[src/rtl/bist_counter_ctrl.sv]
`default_nettype none
// ===========================================================================
// bist_counter_ctrl : exhaustive BIST sequencer/checker for a popcount datapath
// Rev 1.0
// ===========================================================================
module bist_counter_ctrl #(
    parameter int WIDTH = 6,
    parameter int LAT   = 0
) (
    input  logic                             clk,
    input  logic                             rst_n,
    input  logic                             start_i,
    input  logic                             abort_i,
    output logic [WIDTH-1:0]                 dut_in_o,
    input  logic [$clog2(WIDTH+1)-1:0]       dut_out_i,
    output logic                             busy_o,
    output logic                             done_o,
    output logic                             pass_o,
    output logic [7:0]                       err_count_o,
    output logic [WIDTH-1:0]                 first_fail_o
);

    localparam int OUT_W = $clog2(WIDTH + 1);

    typedef enum logic [1:0] {
        IDLE  = 2'd0,
        APPLY = 2'd1,
        DRAIN = 2'd2,
        DONE  = 2'd3
    } state_t;

    state_t           state_q;
    logic [WIDTH-1:0] pat_q;
    logic [2:0]       drain_q;
    logic [7:0]       err_q, err_d;
    logic [WIDTH-1:0] ff_q, ff_d;
    logic             flag_q, flag_d;
    logic             busy_q, done_q, pass_q;

    logic             launch;
    logic             vld_in;
    logic [OUT_W-1:0] gold_in;
    logic [OUT_W-1:0] gold_dly;
    logic             vld_dly;
    logic [WIDTH-1:0] pat_dly;
    logic             mismatch;

    function automatic logic [OUT_W-1:0] popcount(input logic [WIDTH-1:0] v);
        logic [OUT_W-1:0] c;
        c = '0;
        for (int i = 0; i < WIDTH; i++) begin
            c = c + OUT_W'(v[i]);
        end
        return c;
    endfunction

    // The pattern register is zero outside APPLY, so it drives the DUT directly.
    assign dut_in_o = pat_q;
    assign gold_in  = popcount(pat_q);
    assign launch   = ((state_q == IDLE) || (state_q == DONE)) && start_i;
    assign vld_in   = (state_q == APPLY) && !abort_i;

    generate
        if (LAT == 0) begin : g_direct
            assign gold_dly = gold_in;
            assign vld_dly  = (state_q == APPLY);
            assign pat_dly  = pat_q;
        end else begin : g_pipe
            logic [OUT_W-1:0] gold_q [LAT];
            logic             vld_q  [LAT];
            logic [WIDTH-1:0] src_q  [LAT];

            always_ff @(posedge clk or negedge rst_n) begin
                if (!rst_n) begin
                    for (int i = 0; i < LAT; i++) begin
                        gold_q[i] <= '0;
                        vld_q[i]  <= 1'b0;
                        src_q[i]  <= '0;
                    end
                end else if (launch) begin
                    for (int i = 0; i < LAT; i++) begin
                        gold_q[i] <= '0;
                        vld_q[i]  <= 1'b0;
                        src_q[i]  <= '0;
                    end
                end else begin
                    gold_q[0] <= gold_in;
                    vld_q[0]  <= vld_in;
                    src_q[0]  <= pat_q;
                    for (int i = 1; i < LAT; i++) begin
                        gold_q[i] <= gold_q[i-1];
                        vld_q[i]  <= vld_q[i-1];
                        src_q[i]  <= src_q[i-1];
                    end
                end
            end

            assign gold_dly = gold_q[LAT-1];
            assign vld_dly  = vld_q[LAT-1];
            assign pat_dly  = src_q[LAT-1];
        end
    endgenerate

    // Results only move while a run is live, so they freeze on abort and in DONE.
    always_comb begin
        mismatch = vld_dly && (dut_out_i != gold_dly) &&
                   ((state_q == APPLY) || (state_q == DRAIN));
        err_d  = err_q;
        ff_d   = ff_q;
        flag_d = flag_q;
        if (mismatch) begin
            if (err_q != 8'hFF) begin
                err_d = err_q + 8'd1;
            end
            if (!flag_q) begin
                ff_d   = pat_dly;
                flag_d = 1'b1;
            end
        end
    end

    always_ff @(posedge clk or negedge rst_n) begin
        if (!rst_n) begin
            state_q <= IDLE;
            pat_q   <= '0;
            drain_q <= '0;
            err_q   <= '0;
            ff_q    <= '0;
            flag_q  <= 1'b0;
            busy_q  <= 1'b0;
            done_q  <= 1'b0;
            pass_q  <= 1'b0;
        end else begin
            case (state_q)
                IDLE, DONE: begin
                    if (start_i) begin
                        state_q <= APPLY;
                        pat_q   <= '0;
                        drain_q <= '0;
                        err_q   <= '0;
                        ff_q    <= '0;
                        flag_q  <= 1'b0;
                        busy_q  <= 1'b1;
                        done_q  <= 1'b0;
                        pass_q  <= 1'b0;
                    end
                end
                APPLY: begin
                    if (abort_i) begin
                        state_q <= IDLE;
                        pat_q   <= '0;
                        busy_q  <= 1'b0;
                        done_q  <= 1'b0;
                        pass_q  <= 1'b0;
                    end else begin
                        err_q  <= err_d;
                        ff_q   <= ff_d;
                        flag_q <= flag_d;
                        pat_q  <= pat_q + WIDTH'(1);
                        if (pat_q == {WIDTH{1'b1}}) begin
                            if (LAT == 0) begin
                                state_q <= DONE;
                                busy_q  <= 1'b0;
                                done_q  <= 1'b1;
                                pass_q  <= (err_d == 8'd0);
                            end else begin
                                state_q <= DRAIN;
                                drain_q <= '0;
                            end
                        end
                    end
                end
                DRAIN: begin
                    if (abort_i) begin
                        state_q <= IDLE;
                        pat_q   <= '0;
                        busy_q  <= 1'b0;
                        done_q  <= 1'b0;
                        pass_q  <= 1'b0;
                    end else begin
                        err_q  <= err_d;
                        ff_q   <= ff_d;
                        flag_q <= flag_d;
                        if (drain_q == 3'(LAT - 1)) begin
                            state_q <= DONE;
                            busy_q  <= 1'b0;
                            done_q  <= 1'b1;
                            pass_q  <= (err_d == 8'd0);
                        end else begin
                            drain_q <= drain_q + 3'd1;
                        end
                    end
                end
                default: begin
                    state_q <= IDLE;
                end
            endcase
        end
    end

    assign busy_o       = busy_q;
    assign done_o       = done_q;
    assign pass_o       = pass_q;
    assign err_count_o  = err_q;
    assign first_fail_o = ff_q;

endmodule
`default_nettype wire

[config.mk]
export PLATFORM = sky130hd
export DESIGN_NAME = bist_counter_ctrl
export DESIGN_NICKNAME = d
export VERILOG_FILES = /design/src/rtl/bist_counter_ctrl.sv
export SDC_FILE = /design/constraint.sdc
export NUM_CORES = 1
export LEC_CHECK = 0
export CORE_MARGIN = 8
export CORE_UTILIZATION = 40
export CTS_CLUSTER_DIAMETER = 40
export DETAILED_ROUTE_END_ITERATION = 6
export MAX_ROUTING_LAYER = met4
export PLACE_DENSITY = 0.61
export SYNTH_ARGS = -nofsm -noshare
export SYNTH_HDL_FRONTEND = slang
export SYNTH_SLANG_ARGS = --single-unit
[constraint.sdc]
create_clock -name clk -period 3.8 [get_ports clk]
set_input_delay 1.14 -clock clk [delete_from_list [all_inputs] [get_ports clk]]
set_output_delay 1.14 -clock clk [all_outputs]
set_load 0.01 [all_outputs]
==> results.txt, run 1 <==
GR Util All Layers: 0.138
Clock Skews: 0.00440 ns
synthesis-to-layout area growth: 24.2%
Port Buffers: 29
area of the die: 6960 um^2
HP Start: first_fail_o[0]
Cells after Synth: 191
Seq cells post-synth: 28
Rows: 24
final setup fails: 0
top cells by count, synth: dfrtp_1 (28), nand2_1 (20), o21ai_0 (12), inv_1 (11), nor2_1 (10)
highest-delay cell along the critical path: fa_1
switch share: 0.399
Worst Tran Pin Value: 0.864 ns
clock net sink count: 28
CP startpoint kind: flop
max incr delay on CP: 0.54 ns
Internal: 765 uW
Starting DRT DRC Count: 101
Leakage: 0.949 nW
commonest register cell after synthesis: dfrtp_1
critical path endpoint category: flop
EDFF count, synth: 0
Ys Warns: 0
Worst Path Max Fanout: 6
GR Util met1: 0.180
max-cap violations: 0
root buffer cell: clkbuf_8
Chip Height: 83.4 um
final hold violation count: 0
GRT busiest layer: met2
clk_lat worst skew: 0.28 ns
Logic pwr share: 0.495
Initial Util: 0.418
FILL cells: 393
post-synth top area cell: dfrtp_1
worst min-delay path class: reg -> reg
Peak VDD IR: 0.240 mV
period utilization: 0.956
Reg2Reg Setup Slack: 0.17 ns
CP Data Required Time: 3.98 ns
vias in the first global route: 1645
H-Tree Depth: 1
hold_buf cts: 0
met3 usage: 0.0186
Sw Pwr: 509 uW
Clock Path Buffers: 2
Critical Path Source: dut_in_o[0]
DRT Pass-1 Iters: 4
worst-case reg-to-reg path depth: 11
Die W: 83.4 um
post-synthesis sequential area ratio: 0.385
layout cell share with drive strength beyond 1: 0.123
Crit Reg-Reg Endpoint: pass_o
total via count in the routed design: 1505
status: complete, no violations
dpl ws: 0.132 ns
Crit Path Class: reg -> reg
reg-to-reg critical path startpoint: dut_in_o[0]
most frequent cell after synthesis: dfrtp_1
end of the critical path: pass_o
nets: 238
unrepaired setup endpoints after global routing: false
most used cell, CP: fa_1
setup TNS: 0 ns
detailed-route DRC error count: 0
CTS tree: done
crit-path cells: fa_1 -> inv_1 -> fa_1 -> inv_1 -> ha_1 -> fa_1 -> xor2_2 -> o31ai_4 -> nor3_4 -> mux2_4 -> o41ai_2
core area: 4350 um^2
antenna fix cells: 0
placed cell area: 2170 um^2
Slew Viols, Final: 0
Clock transition at path regs: 0.10 ns
first-pass GRT wire length: 8000 um
total power per unit cell area: 564 nW/um^2
sequential share of power: 0.317
PnR worst setup slack: 0.166 ns
final instance area: 2260 um^2
Net Count, Synth: 208
I/O pin count: 30
WL per Instance: 16.4 um
Async S/R FF share, synth: 1.00
largest cells by area after synthesis: dfrtp_1 (39%), ha_1 (4.8%), mux2_2 (4.3%), nand2_1 (4.1%), fa_1 (3.3%)
via/cell ratio: 5.53
initial antenna violation count: 0
clock share of power: 0.187
Multi-input gate area: 1050 um^2
Final HPWL DP: 3270 um
Routability Congestion: 0.851
register area: 702 um^2
Mapped Area: 1820 um^2
Avg Inst Size Synth: 9.52 um^2
Routed WL: 4450 um
minimum clock period: 3.63 ns
fmax: 275 MHz
TritonCTS Buffers: 3
Netlist cell types: 50
Rel. slew slack: 0.424
Final ANT Viol Nets: 0
largest net degree at the start of global routing: 31
met2 Use GR: 0.214
Synth top area share: 0.385
remaining global-route overflow: 0
WP data arrival: 3.81 ns
-- layout make-up --
class,count,area share
well taps,52,0.0288
repair buffers,34,0.145
clock inverters,1,0.0133
multi-input cells,143,0.465
flip-flops and latches,28,0.311
clock buffers,3,0.0183
inverters,11,0.0183
-- routing by layer --
metal,vias up,share of wire
met4,0,0.0085
met2,25,0.47
met5,-,0
li1,747,-
met3,2,0.024
met1,731,0.49
-- state kept, by name (all words and copies together), names as in the netlist --
register and flops:
dut_in_o 6, flag_q 1, done_o 1, busy_o 1
drain_q 3, pass_o 1, err_count_o 8, first_fail_o 6
state_q 1
-- worst min path at each step --
stage | to | slack [ns] | cells past startpoint
finish | first_fail_o[0] | 0.52 | 1
global placement | pass_o | 0.49 | 2
CTS | first_fail_o[0] | 0.52 | 1
floorplan | drain_q[1] | 0.48 | 2
detailed placement | pass_o | 0.49 | 2
global route | first_fail_o[0] | 0.54 | 1
-- cells in the final DEF (no fill, tap or decap), types with 5 or more instances in the layout --
cell,n
inv_1,11
nor2b_1,6
mux2_2,7
dfrtp_1,27
clkdlybuf4s50_1,29
o21ai_0,12
xnor2_1,5
nand2_1,20
nor2_1,10
nor3_1,7
o22ai_1,6
buf_4,5
ha_1,7
-- power groups by stage --
| stage | Combinational [mW] | Clock [mW] | Sequential [mW] |
|---|---|---|---|
| 2_1_floorplan | 0.447 | 0 | 0.406 |
| 3_3_place_gp | 0.613 | 0 | 0.403 |
| 3_5_place_dp | 0.626 | 0 | 0.410 |
| 4_1_cts | 0.630 | 0.244 | 0.404 |
| 5_1_grt | 0.705 | 0.259 | 0.414 |
| 6_report | 0.631 | 0.239 | 0.404 |
-- kinds of logic after synthesis --
group | Yosys count | share of synthesized area
AO/OA/AOI/OAI | 45 | 0.178
XOR/XNOR | 8 | 0.0427
adder cells (fa/ha/maj) | 10 | 0.0812
buffers and inverters | 20 | 0.0468
flip-flops | 28 | 0.385
multiplexers | 11 | 0.0681
AND/OR/NAND/NOR | 69 | 0.198
-- what timing repair did --
item	4_1_cts	5_1_grt
buffers inserted	0	0
setup endpoints to repair	0	6
resized for setup	0	4
-- per-stage QoR --
step           cells   util  hold slack (ns)  power (mW)
2_1_floorplan    191      -            0.476       0.853
3_3_place_gp     268  0.498            0.489        1.02
3_5_place_dp     268  0.498            0.491        1.04
4_1_cts          272  0.514            0.522        1.28
5_1_grt          272  0.518            0.543        1.38
6_report         272  0.518            0.517        1.27
-- worst max-delay path: cells and delay by family, from the launching register on --
| kind | cells | cell delay [ns] |
|---|---|---|
| AO/OA/AOI/OAI | 2 | 0.44 |
| flip-flops | 1 | 0.47 |
| AND/OR/NAND/NOR | 1 | 0.24 |
| adder cells (fa/ha/maj) | 4 | 1.72 |
| XOR/XNOR | 1 | 0.24 |
| multiplexers | 1 | 0.33 |
| buffers and inverters | 2 | 0.09 |
(Power assumes the default switching activity.)
==> run 2: changes to the inputs <==
--- a/config.mk
+++ b/config.mk
@@ -7,6 +7,7 @@
 export LEC_CHECK = 0
 export CORE_MARGIN = 8
 export CORE_UTILIZATION = 40
+export CTS_BUF_LIST = sky130_fd_sc_hd__clkbuf_8
 export CTS_CLUSTER_DIAMETER = 40
 export DETAILED_ROUTE_END_ITERATION = 6
 export MAX_ROUTING_LAYER = met4
==> results of run 2 <==
Same layout as run 1: the final DEF is identical, and so are final timing and power.
